`src/rtl/text_console_pkg.sv`:
```
// Shared definitions for the text console writer: screen geometry defaults,
// control-code bytes and the controller state encoding.
// Optional feature macro: TEXT_CONSOLE_AUTOCLR_EN (adds the CLR_ROW state).
package text_console_pkg;

  localparam int DEF_COLS  = 80;
  localparam int DEF_ROWS  = 30;
  localparam int DEF_CELLS = DEF_COLS * DEF_ROWS;
  localparam logic [15:0] DEF_CLR_WORD = 16'h0720;

  localparam logic [7:0] CC_BS = 8'h08;
  localparam logic [7:0] CC_LF = 8'h0A;
  localparam logic [7:0] CC_FF = 8'h0C;
  localparam logic [7:0] CC_CR = 8'h0D;

  typedef enum logic [1:0] {
    CLR_ALL,
    IDLE
`ifdef TEXT_CONSOLE_AUTOCLR_EN
    , CLR_ROW
`endif
  } state_e;

endpackage

```
`src/rtl/text_console_writer_if.sv`:
```
// Character stream into the console writer: byte + attribute with a
// valid/ready handshake. The source drives char/attr/valid, the sink ready.
interface text_console_writer_if;
  import text_console_pkg::*;

  logic [7:0] char_i;
  logic [7:0] attr_i;
  logic       char_valid_i;
  logic       char_ready_o;

  modport master (
    output char_i, attr_i, char_valid_i,
    input  char_ready_o
  );

  modport slave (
    input  char_i, attr_i, char_valid_i,
    output char_ready_o
  );

endinterface

```
`src/rtl/text_console_writer.sv`:
```
// Text console writer: turns a handshaked character stream into {attr, ascii}
// cell writes for the Mode 0 framebuffer, tracks a hardware cursor, handles
// BS/LF/FF/CR and sequences full-screen clears one cell per cycle.
// Optional feature macro: TEXT_CONSOLE_AUTOCLR_EN -- clear each newly entered
// row (via the CLR_ROW state) before accepting further characters.
module text_console_writer
  import text_console_pkg::*;
#(
  parameter int          COLS     = DEF_COLS,
  parameter int          ROWS     = DEF_ROWS,
  parameter logic [15:0] CLR_WORD = DEF_CLR_WORD
) (
  input  logic                        clk,
  input  logic                        rst,
  text_console_writer_if.slave        char_if,
  input  logic                        clear_i,
  output logic                        we_o,
  output logic [15:0]                 vga_char_o,
  output logic [11:0]                 vga_char_waddr_o,
  output logic [6:0]                  cursor_x_o,
  output logic [4:0]                  cursor_y_o,
  output logic                        busy_o
);

  localparam int         CELLS  = COLS * ROWS;
  localparam logic [6:0] X_LAST = 7'(COLS - 1);
  localparam logic [4:0] Y_LAST = 5'(ROWS - 1);

  state_e      state_q, state_d;
  logic [11:0] cnt_q, cnt_d;
  logic [6:0]  cx_q, cx_d;
  logic [4:0]  cy_q, cy_d;
  logic        we_q, we_d;
  logic [15:0] data_q, data_d;
  logic [11:0] addr_q, addr_d;

  logic [11:0] cur_addr;
  logic [4:0]  y_inc;
`ifdef TEXT_CONSOLE_AUTOCLR_EN
  logic        new_row;
`endif

  // row*COLS+col; for COLS=80 this reduces to (y<<6)+(y<<4)+x.
  assign cur_addr = 12'(cy_q) * 12'(COLS) + 12'(cx_q);
  assign y_inc    = (cy_q == Y_LAST) ? 5'd0 : cy_q + 5'd1;

  assign char_if.char_ready_o = (state_q == IDLE) && !clear_i;
  assign busy_o               = (state_q != IDLE);

  assign we_o             = we_q;
  assign vga_char_o       = data_q;
  assign vga_char_waddr_o = addr_q;
  assign cursor_x_o       = cx_q;
  assign cursor_y_o       = cy_q;

  // State, cursor, clear counter and registered write port.
  always_ff @(posedge clk) begin
    if (rst) begin
      state_q <= CLR_ALL;
      cnt_q   <= '0;
      cx_q    <= '0;
      cy_q    <= '0;
      we_q    <= 1'b0;
      data_q  <= '0;
      addr_q  <= '0;
    end else begin
      state_q <= state_d;
      cnt_q   <= cnt_d;
      cx_q    <= cx_d;
      cy_q    <= cy_d;
      we_q    <= we_d;
      data_q  <= data_d;
      addr_q  <= addr_d;
    end
  end

  // Next state: clear sequencing, character decode and cursor movement.
  always_comb begin
    state_d = state_q;
    cnt_d   = cnt_q;
    cx_d    = cx_q;
    cy_d    = cy_q;
    we_d    = 1'b0;
    data_d  = data_q;
    addr_d  = addr_q;
`ifdef TEXT_CONSOLE_AUTOCLR_EN
    new_row = 1'b0;
`endif
    case (state_q)
      CLR_ALL: begin
        we_d   = 1'b1;
        data_d = CLR_WORD;
        addr_d = cnt_q;
        cnt_d  = cnt_q + 12'd1;
        if (cnt_q == 12'(CELLS - 1)) begin
          state_d = IDLE;
          cnt_d   = '0;
          cx_d    = '0;
          cy_d    = '0;
        end
      end
      IDLE: begin
        // A pending clear blocks the handshake, so it also wins over a char.
        if (clear_i) begin
          state_d = CLR_ALL;
          cnt_d   = '0;
        end else if (char_if.char_valid_i) begin
          case (char_if.char_i)
            CC_FF: begin
              state_d = CLR_ALL;
              cnt_d   = '0;
            end
            CC_CR: cx_d = '0;
            CC_LF: begin
              cx_d = '0;
              cy_d = y_inc;
`ifdef TEXT_CONSOLE_AUTOCLR_EN
              new_row = 1'b1;
`endif
            end
            CC_BS: begin
              // Cursor move only; the cell keeps its contents.
              if (cx_q != 7'd0) begin
                cx_d = cx_q - 7'd1;
              end else if (cy_q != 5'd0) begin
                cx_d = X_LAST;
                cy_d = cy_q - 5'd1;
              end
            end
            default: begin
              we_d   = 1'b1;
              data_d = {char_if.attr_i, char_if.char_i};
              addr_d = cur_addr;
              if (cx_q == X_LAST) begin
                cx_d = '0;
                cy_d = y_inc;
`ifdef TEXT_CONSOLE_AUTOCLR_EN
                new_row = 1'b1;
`endif
              end else begin
                cx_d = cx_q + 7'd1;
              end
            end
          endcase
        end
      end
`ifdef TEXT_CONSOLE_AUTOCLR_EN
      CLR_ROW: begin
        // Cursor sits at column 0 of the new row, so cur_addr is the row base.
        we_d   = 1'b1;
        data_d = CLR_WORD;
        addr_d = cur_addr + cnt_q;
        cnt_d  = cnt_q + 12'd1;
        if (cnt_q == 12'(COLS - 1)) begin
          state_d = IDLE;
          cnt_d   = '0;
        end
      end
`endif
      default: begin
        state_d = CLR_ALL;
        cnt_d   = '0;
      end
    endcase
`ifdef TEXT_CONSOLE_AUTOCLR_EN
    // Character write (if any) is already registered this edge; the row
    // clear starts on the following cycle.
    if (new_row) begin
      state_d = CLR_ROW;
      cnt_d   = '0;
    end
`endif
  end

endmodule

```
`src/flat_wrapper.sv`:
```
// flat-port wrapper written by rule: the top's interface ports become plain ports
module text_console_writer_flat import text_console_pkg::*;
#(
  parameter int          COLS     = DEF_COLS,
  parameter int          ROWS     = DEF_ROWS,
  parameter logic [15:0] CLR_WORD = DEF_CLR_WORD
)
  (clk, rst, clear_i, we_o, vga_char_o, vga_char_waddr_o, cursor_x_o, cursor_y_o, busy_o, char_if_char_i, char_if_attr_i, char_if_char_valid_i, char_if_char_ready_o);
  text_console_writer_if char_if_i ();
  input  logic clk;
  input  logic rst;
  input  logic clear_i;
  output logic we_o;
  output logic [15:0] vga_char_o;
  output logic [11:0] vga_char_waddr_o;
  output logic [6:0] cursor_x_o;
  output logic [4:0] cursor_y_o;
  output logic busy_o;
  input wire logic [$bits(char_if_i.char_i)-1:0] char_if_char_i;
  input wire logic [$bits(char_if_i.attr_i)-1:0] char_if_attr_i;
  input wire logic [$bits(char_if_i.char_valid_i)-1:0] char_if_char_valid_i;
  output wire logic [$bits(char_if_i.char_ready_o)-1:0] char_if_char_ready_o;
  assign char_if_i.char_i = char_if_char_i;
  assign char_if_i.attr_i = char_if_attr_i;
  assign char_if_i.char_valid_i = char_if_char_valid_i;
  assign char_if_char_ready_o = char_if_i.char_ready_o;
  text_console_writer #(.COLS(COLS), .ROWS(ROWS), .CLR_WORD(CLR_WORD)) u_core (.clk(clk), .rst(rst), .char_if(char_if_i), .clear_i(clear_i), .we_o(we_o), .vga_char_o(vga_char_o), .vga_char_waddr_o(vga_char_waddr_o), .cursor_x_o(cursor_x_o), .cursor_y_o(cursor_y_o), .busy_o(busy_o));
endmodule
```
`config.mk`:
```
export PLATFORM = sky130hd
export DESIGN_NAME = text_console_writer_flat
export DESIGN_NICKNAME = d
export VERILOG_FILES = /design/src/rtl/text_console_pkg.sv /design/src/rtl/text_console_writer_if.sv /design/src/rtl/text_console_writer.sv /design/src/flat_wrapper.sv
export SDC_FILE = /design/constraint.sdc
export NUM_CORES = 1
export LEC_CHECK = 0
export ABC_CLOCK_PERIOD_IN_PS = 6400
export CAP_MARGIN = 20
export CORE_AREA = 2 2 103 80
export DETAILED_ROUTE_END_ITERATION = 12
export DIE_AREA = 0 0 105 82
export PLACE_DENSITY = 0.76
export SYNTH_ARGS = -nofsm -noshare
export SYNTH_HDL_FRONTEND = slang
export SYNTH_SLANG_ARGS = --single-unit
```
`constraint.sdc`:
```
create_clock -name clk -period 6.4 [get_ports clk]
set_input_delay 1.28 -clock clk [delete_from_list [all_inputs] [get_ports clk]]
set_output_delay 1.28 -clock clk [all_outputs]
set_load 0.01 [all_outputs]
```
==> impl_metrics.py <==
metrics = {
    "floorplanning": {
        "io_pins": 63,
        "start_util_pct": 43.9,
        "core-area_sq_mm": 0.00764,
        "die_area_sq_mm": 0.00861,
        "die_x_um": 105,
        "std_cell_rows": 28,
        "die_h_um": 82,
    },
    "route": {
        "drtIter0Drc": 174,
        "wl_met1_mm": 4.63,
        "vias_per_cell": 5.79,
        "dr_total_vias": 3260,
        "drt_drc_violations_left": 0,
        "antenna_left": 0,
        "first_pass_iters": 5,
        "post_drt_wl_per_cell_um": 16.7,
        "drt-total-wl_mm": 9.39,
        "wl_met3_um": 823,
        "highest_layer": "met4",
        "met2_length_mm": 3.91,
    },
    "critical_path": {
        "cpLargestDelayFamily": "buffers and inverters",
        "slowest_delay_ns": 0.55,
        "crit_start": "clear_i",
        "cp_num_cells": 4,
        "arrival_ns": 2.78,
        "cp_data_required_time_ns": 5.12,
        "critPathSlowestCell": "clkdlybuf4s50_1",
        "r2r-end": "u_core.vga_char_waddr_o[11]",
        "path_common_cell": "clkdlybuf4s50_1",
        "start_kind": "primary input",
        "critPathBufInv": 3,
        "ff2ff_setup_slack_ns": 3.76,
        "worstSetupEndpointType": "output port",
        "r2r_start": "u_core.cursor_y_o[3]",
        "worstSetupEndpoint": "char_if_char_ready_o",
        "critPathKind": "primary input to output port",
        "crit_chain": "clkdlybuf4s50_1 -> nand2b_1 -> inv_1 -> clkdlybuf4s50_1",
        "rr_worst_depth": 7,
        "crit_path_max_fanout": 8,
    },
    "logic_synthesis": {
        "synth_cell_types": 69,
        "ys_seq_area_share_pct": 32.2,
        "async_flop_share_pct": 0,
        "synth_fp_nets": 450,
        "synth_edf_count": 0,
        "synth_seq_cells": 54,
        "yosys_most_used_dff": "dfxtp_1",
        "synthCells": 412,
        "yosysWarnings": 0,
        "synthesis.area_sq_mm": 0.00336,
        "synth.avg_cell_area_sq_um": 8.14,
    },
    "sta": {
        "setup_tns_ns": 0,
        "finalSetupViolations": 0,
        "post-route-period-util_pct": 63.4,
        "finalHoldViolCount": 0,
        "min_period_ns": 4.06,
        "max_freq_ghz": 0.246,
        "worst_slew_pin_slew_ns": 1.01,
        "setup_ws_ns": 2.34,
        "clock-skew-final_ns": 0.0114,
        "rsz0062_at_grt": "false",
        "max-slew-margin-rel_pct": 32.9,
        "slew_viol_final": 0,
    },
    "pwr": {
        "p_leak_nw": 1.44,
        "peakVddDrop_mv": 0.0996,
        "p_per_area_mw_per_mm2": 155,
        "power_uw": 641,
    },
    "clocking": {
        "worstSkewPairLatency_ns": 0.32,
        "cts_sinks": 54,
        "clkTransAtPathRegs_ns": 0.10,
        "cts_tree": "yes",
        "cts_made_buffers": 5,
        "post_cts_resized": 0,
        "clockBufferDepth": 2,
        "htreeDepth": 2,
        "post-cts-setup-buffer-count": 0,
        "cts-root-buf": "clkbuf_8",
        "ctsHoldBuffers": 0,
    },
    "hold_path": {
        "hp-class": "flop to flop",
    },
    "global_route": {
        "first_global_vias": 3043,
        "grt_max_degree": 37,
        "antenna_found_initial": 0,
        "gr-total-overflow": 0,
        "grtUsageTotal_pct": 22.4,
        "grt_pass1_wl_mm": 15.4,
    },
    "run": {
        "maxCapViolCount": 0,
    },
    "placement": {
        "dp.cells": 555,
        "globalplace.congestion": 0.876,
        "dpl.hpwl_mm": 6.74,
        "port_buffers": 62,
        "place_ws_ns": 2.28,
    },
    "outcome": {
        "status": "finished, final reports clean",
    },
    "final_layout": {
        "final_common_cell": "clkdlybuf4s50_1",
        "nets": 495,
        "mostFrequentLayoutCells": "clkdlybuf4s50_1 (62), nand2_1 (61), dfxtp_1 (54)",
        "area_growth_syn_to_layout_pct": 23.5,
        "antenna_cells": 0,
        "layoutNonFillerInstCount": 563,
        "layout-drive-gt1-share_pct": 5.90,
    },
}
## worst min path at each step
stage | cells after the start | slack (ns) | start | endpoint
5_1_grt | 2 | 0.49 | u_core.vga_char_o[11] | u_core.vga_char_o[11]
6_report | 2 | 0.46 | u_core.vga_char_o[14] | u_core.vga_char_o[14]
4_1_cts | 2 | 0.47 | u_core.vga_char_o[15] | u_core.vga_char_o[15]
3_3_place_gp | 2 | 0.44 | u_core.vga_char_o[15] | u_core.vga_char_o[15]
2_1_floorplan | 2 | 0.48 | u_core.cnt_q[11] | u_core.cnt_q[11]
3_5_place_dp | 2 | 0.45 | u_core.vga_char_o[11] | u_core.vga_char_o[11]
## Yosys cell counts, types with 2 or more instances
library cell,n,area [sq um]
a21o_1,2,15.0
nand3_1,12,60.1
and3_1,5,31.3
o31ai_1,3,22.5
nor3b_1,4,30.0
o211a_1,2,20.0
a211o_1,2,17.5
a311o_1,3,30.0
nor2_1,36,135
buf_2,7,35.0
o22ai_1,2,12.5
nor4_1,3,18.8
nand2_1,61,229
a211oi_1,3,22.5
o2111ai_1,6,52.6
nand4b_1,3,26.3
or3b_1,2,17.5
xor2_1,7,61.3
ha_1,16,200
or3_1,2,12.5
o21ai_0,14,70.1
nand3b_1,4,30.0
or2_2,3,18.8
xnor2_1,9,78.8
dfxtp_1,54,1080
nand4_1,4,25.0
a2111oi_0,2,17.5
a31oi_1,8,50.1
nor4_4,3,63.8
inv_1,14,52.6
a21oi_1,31,155
o221a_2,2,22.5
o211ai_1,7,52.6
nor3_1,10,50.1
o2bb2ai_1,3,26.3
clkbuf_1,17,63.8
fa_1,2,40.0
nor2b_1,4,25.0
a311oi_1,8,70.1
mux2i_1,3,30.0
## sequential cells by signal, summed over array words and instances (netlist names)
name and flops:
u_core.cursor_x_o 7, u_core.vga_char_waddr_o 12, u_core.cnt_q 12, u_core.state_q 1
u_core.vga_char_o 16, u_core.we_o 1, u_core.cursor_y_o 5
## final cells by class
type / instances / area (sq um)
timing repair buffer: 65 / 643
inverter: 14 / 52.6
clock buffer: 5 / 68.8
tap: 105 / 131
clock inverter: 3 / 47.5
fill: 735 / 3490
sequential: 54 / 1080
multi-input combinational: 317 / 2120
## kinds of logic after synthesis
family | synth area share [%]
AND/OR/NAND/NOR | 26.2
adder cells (fa/ha/maj) | 7.16
flip-flops | 32.2
XOR/XNOR | 4.85
AO/OA/AOI/OAI | 23.2
buffers and inverters | 5.18
multiplexers | 1.23
## worst reg2reg max path, delay by kind of cell (launching register included)
kind                     cells  cell delay, ns
adder cells (fa/ha/maj)      3            1.11
flip-flops                   1            0.58
AND/OR/NAND/NOR              2            0.35
AO/OA/AOI/OAI                2            0.50
## layer usage
layer	global-route usage, %	up-vias
met3	6.27	3
met2	34.9	129
met4	3.73	0
li1	-	1599
met1	31.5	1529
met5	0	-
## metrics by stage
| step | area, sq um | util [%] | hold WS (ns) |
|---|---|---|---|
| global placement | 4030 | 52.7 | 0.441 |
| global route | 4140 | 54.2 | 0.490 |
| finish | 4140 | 54.2 | 0.464 |
| floorplan | 3360 | - | 0.479 |
| detailed placement | 4030 | 52.7 | 0.453 |
| CTS | 4140 | 54.2 | 0.468 |
## report_power, final
group | total (mW) | internal [mW] | switching (mW) | leakage [nW]
combinational | 0.0532 | 0.0236 | 0.0295 | 0.942
sequential | 0.344 | 0.340 | 0.00369 | 0.438
clock | 0.244 | 0.119 | 0.125 | 0.0587
total | 0.641 | 0.483 | 0.158 | 1.44
Note: power is estimated with default switching activity, not from simulation.
==> RTL change 1, RTL diff (same flow settings) <==
Add a define of `TEXT_CONSOLE_AUTOCLR_EN`.
--- a/src/rtl/text_console_pkg.sv
+++ b/src/rtl/text_console_pkg.sv
@@ -1,6 +1,8 @@
 // Shared definitions for the text console writer: screen geometry defaults,
 // control-code bytes and the controller state encoding.
 // Optional feature macro: TEXT_CONSOLE_AUTOCLR_EN (adds the CLR_ROW state).
+`define TEXT_CONSOLE_AUTOCLR_EN
+
 package text_console_pkg;
 
   localparam int DEF_COLS  = 80;
Check against the original RTL: no difference found for any inputs over 10 cycles, from zero or initial values and one cycle with rst high; that may be too few to reach the edited logic, so the function may still have changed.
==> RTL change 1 against the original RTL <==
  * Setup slack worse by 0.15 ns
  * Sequential cell count up 1
  * Design area up 12%
  * Wire length is 9.6% higher
  * Total power down 5.8%
  * Count of clock-buffer cells in the layout did not move
  * Area after synthesis grew 16%
  * Cell count is 16% higher
  * Sequential power up 2%
  * Register-to-register slack worse by 1.1 ns
==> RTL change 1: results (changes against the original RTL) <==
outcome - complete, no violations
Synth Net Count - 553 (+23%)
ys async rst share - 0% (unchanged)
static leakage power - 1.72 nW (+19%)
WP data arrival - 4.46 ns (+1.68 ns)
Seq/Total Area, Yosys - 28.3% (-3.9 points)
Syn Inst Count - 499 (+21%)
initial antenna violation count - 0 (unchanged)
flop-to-flop setup slack - 2.70 ns (-1.06 ns)
P_sw - 0.000154 W (-2.7%)
Nets - 601 (+21%)
Largest register FFs - 16 (unchanged)
top cells by area, synth - dfxtp_1 28%, ha_1 10%, a21oi_1 6.0%
DPL Wire Length - 7520 microns (+12%)
Setup Buffers After CTS - 0 (unchanged)
fraction of layout cells with a size suffix above 1 - 4.38% (-1.5 points)
via count - 3819 (+17%)
CTS HTree Levels - 2 (unchanged)
Buffers on Ports - 62 (unchanged)
HP Class - reg2reg
RePlAce Congestion - 0.917 (+4.7%)
setup TNS - 0 ns (unchanged)
Slew HR - 32.4% (-0.56 points)
routed len/inst - 15.8 microns (-5.5%)
Min-Delay Endpoint - u_core.vga_char_o[11]
Cells after DPL - 645 (+16%)
total global-route track usage - 24.3% (+1.8 points)
reg-to-reg endpoint - u_core.vga_char_waddr_o[11]
clk_skew - 0.0118 ns (+0.000391 ns)
total CTS buffers - 5 (unchanged)
vias in the first global route - 3471 (+14%)
Max Fanout on Critical Path - 16 (+8)
VDD IR max - 0.107 mV (+7.2%)
critical register-to-register path startpoint - u_core.cursor_y_o[3]
Hold Crit Depth - 2 (unchanged)
diodes inserted - 0 (unchanged)
clk slew on worst S/H paths - 0.11 ns
initial DRC count - 230 (+32%)
PostCTS Resize Cnt - 0 (unchanged)
Synth warnings - 0 (unchanged)
pin count of the biggest net entering global routing - 32 (-14%)
Post-synth top cells - 55 x dfxtp_1, 50 x nand2_1, 50 x nor2_1
r2r worst-path depth - 15 (+8)
Netlist cell types - 63 (-8.7%)
Fillers - 722 (-1.8%)
first-pass GRT wire length - 17100 microns (+11%)
HP Start - u_core.vga_char_o[11]
Post-Route WL - 10300 microns (+9.6%)
CTS Buffer Depth - 2 (unchanged)
worst-skew pair later-pin latency - 0.32 ns (about the same)
[RTL change 1: cell count changes after synthesis, sizes merged, moves of 6 or more]
cell	delta
nand2b	+8
ha	+15
or3	+6
nor3	+7
a21oi	+17
nand2	-11
inv	+11
nand3	+12
a311oi	-7
nor2	+14
[RTL change 1: worst max-delay path, stage by stage]
cell	delay, ns
clkdlybuf4s50_1	0.41
or4b_1	0.69
nor3_4	0.31
nor3b_2	0.79
o21ai_0	0.40
or3_1	0.44
a21oi_2	0.13
[RTL change 1: kinds of logic after synthesis]
group                    Yosys count  synth area share [%]
AO/OA/AOI/OAI                    130                  21.9
XOR/XNOR                          26                  5.86
adder cells (fa/ha/maj)           34                  11.5
buffers and inverters             50                  5.28
flip-flops                        55                  28.3
multiplexers                       6                  1.61
AND/OR/NAND/NOR                  198                  25.5
[RTL change 1: final cells by class]
cell class                 instances  area (sq um)  area share [%]
clock buffer                       5          68.8            1.48
clock inverter                     3          27.5           0.591
inverter                          26          97.6            2.10
multi-input combinational        394          2590            55.5
sequential                        55          1100            23.6
tap                              105           131            2.82
timing repair buffer              65           643            13.8
[RTL change 1: metrics by stage]
stage          util, %  cell area (sq um)  hold slack [ns]  setup slack, ns  power [W]
2_1_floorplan        -               3890            0.476             3.05   0.000377
3_3_place_gp      59.7               4560            0.438             1.96   0.000401
3_5_place_dp      59.7               4560            0.442             1.86   0.000402
4_1_cts           61.0               4660            0.458             2.18   0.000609
5_1_grt           61.0               4660            0.476             2.00   0.000626
6_report          61.0               4660            0.456             2.19   0.000604
[RTL change 1: worst max-delay path by stage]
stage | startpoint | to | slack, ns
2_1_floorplan | char_if_char_i[6] | u_core.cursor_y_o[1] | 3.05
4_1_cts | char_if_char_i[5] | u_core.cursor_y_o[1] | 2.18
6_report | char_if_char_i[6] | u_core.cursor_y_o[1] | 2.19
3_5_place_dp | char_if_char_i[5] | u_core.cursor_y_o[1] | 1.86
3_3_place_gp | char_if_char_i[6] | u_core.cursor_y_o[1] | 1.96
5_1_grt | char_if_char_i[6] | u_core.cursor_y_o[0] | 2.00
[RTL change 1: routing by layer]
| metal | part of all wire, % | GRT usage (%) | wire (microns) | vias up |
|---|---|---|---|---|
| met5 | 0 | 0 | 0 | - |
| met4 | 1.0 | 5.33 | 106 | 0 |
| met3 | 5.6 | 3.57 | 575 | 10 |
| met2 | 44 | 39.7 | 4550 | 125 |
| met1 | 49 | 34.2 | 5060 | 1781 |
| li1 | - | - | - | 1903 |
[RTL change 1: power by group through the flow]
stage	clock (W)	combinational, W	sequential, W
floorplan	0	0.0000187	0.000359
global placement	0	0.0000423	0.000358
detailed placement	0	0.0000433	0.000359
CTS	0.000214	0.0000436	0.000351
global route	0.000227	0.0000473	0.000352
finish	0.000209	0.0000437	0.000351
==> RTL change 2, RTL diff (same flow settings) <==
Without the edit above. Reset style: asynchronous (`rst`), changed in one clocked block.
--- a/src/rtl/text_console_writer.sv
+++ b/src/rtl/text_console_writer.sv
@@ -54,7 +54,7 @@
   assign cursor_y_o       = cy_q;
 
   // State, cursor, clear counter and registered write port.
-  always_ff @(posedge clk) begin
+  always_ff @(posedge clk or posedge rst) begin
     if (rst) begin
       state_q <= CLR_ALL;
       cnt_q   <= '0;
Function: differs if rst is asserted again (counterexample within 4 cycles, from zero or initial values and one cycle with rst high); with rst held inactive, the same outputs for 10 cycles.
==> RTL change 2 against the original RTL <==
  * Wire length shrank 14%
  * Maximum frequency rose by 3.4%
  * Die area is the same
  * Area after synthesis down 2.7%
  * Design area is 2.7% lower
  * Critical path depth up 4
  * Setup slack better by 0.13 ns
  * Cell count shrank 11%
  * Synthesized cell count fell by 18%
  * Global-route usage shrank 2.7 points
  * Sequential cell count did not move
  * Highest routed layer unchanged
Power is not compared: it rests on default switching activity, and its combinational part moved more than twofold at a synthesized area within 25%.
==> RTL change 2: results (changes against the original RTL) <==
outcome - complete, no violations
CTS root buffer - clkbuf_8
Cells after DPL - 493 (-11%)
slowest CP cell - nor3_1
crit path to - u_core.vga_char_waddr_o[3]
multi-input combinational area share - 44.1% (-7.0 points)
metal3 WL - 537 microns (-35%)
WL met2 - 3500 microns (-11%)
initial DRC count - 248 (+43%)
ys async rst share - 100% (+100 points)
Min-Delay Endpoint - u_core.vga_char_o[1]
Largest register FFs - 16 (unchanged)
r2r worst-path depth - 8 (+1)
Synth Net Count - 377 (-16%)
comb_multi_in - 259 (-18%)
Post-Route WL - 8100 microns (-14%)
DPL Wire Length - 5870 microns (-13%)
total global-route track usage - 19.7% (-2.7 points)
clk_skew - 0.0114 ns (+0.0000588 ns)
met2 Usage GRT - 31.0% (-3.9 points)
clock-cell share of area - 2.23% (-0.57 points)
main flop type after synthesis - dfrtp_1
crit-path leading delay family - simple AND/OR/NAND/NOR gates
pin count of the biggest net entering global routing - 55 (+49%)
reg-to-reg endpoint - u_core.vga_char_waddr_o[10]
HP Start - u_core.vga_char_o[1]
via count - 2857 (-12%)
Max Fanout on Critical Path - 18 (+10)
length of routed wiring on met1 - 4000 microns (-14%)
slowest stage delay, CP - 0.70 ns (+0.15 ns)
WP data arrival - 4.13 ns (+1.35 ns)
Hold Crit Depth - 1 (-1)
top cells by area, synth - dfrtp_1 41%, ha_1 6.1%, o21ai_0 4.1%
M3 GR Usage - 3.97% (-2.3 points)
Seq/Total Area, Yosys - 41.4% (+9.2 points)
critical register-to-register path startpoint - u_core.cursor_y_o[1]
first-pass GRT wire length - 13500 microns (-13%)
fraction of layout cells with a size suffix above 1 - 8.08% (+2.2 points)
invs w/o clock - 10 (-4)
Mean Syn Cell Area - 9.63 sq um (+18%)
Post-synth top cells - 54 x dfrtp_1, 34 x nor2_1, 27 x o21ai_0
area used by multi-input combinational logic - 1780 sq um (-16%)
buffer share of cell area - 16.0% (+0.43 points)
Fillers - 710 (-3.4%)
vias in the first global route - 2697 (-11%)
Area Growth Syn to Fin - 23.5% (about the same)
Seq. cell area - 1350 sq um (+25%)
M1 GR Usage - 28.1% (-3.4 points)
routed len/inst - 16.2 microns (-3.1%)
Worst-Margin Slew - 0.814 ns (-0.192 ns)
Nets - 433 (-13%)
RePlAce Congestion - 0.877 (about the same)
dpl cell area - 3940 sq um (-2.1%)
-- RTL change 2: cell types whose count changed after synthesis, sizes merged, moves of 9 or more --
cell and change:
a22o +13, dfxtp -54, nand2 -35, dfrtp +54, o21ai +17, clkbuf -9
a21oi -19
-- RTL change 2: worst register-to-register path: stages, from the launching register on --
cell and delay (ns):
dfrtp_1 0.60, ha_1 0.31, ha_1 0.22, fa_1 0.40, xor2_1 0.29, o2111ai_1 0.18
xnor2_1 0.15, a22oi_1 0.15, o21ai_0 0.10
-- RTL change 2: kinds of logic after synthesis --
kind of cell	Yosys count	synth area share, %
DFF	54	41.4
AOI/OAI and AO/OA	107	23.0
adders and majority gates	18	7.36
xor gates and xnor gates	10	2.68
buffers and inverters	26	4.14
muxes	2	0.652
and+or+nand+nor	122	20.8
-- RTL change 2: stage by stage --
stage | hold WS (ns) | setup WS [ns]
floorplan | 0.460 | 3.50
global placement | 0.483 | 2.30
detailed placement | 0.485 | 2.10
CTS | 0.509 | 2.44
global route | 0.535 | 2.17
finish | 0.508 | 2.48
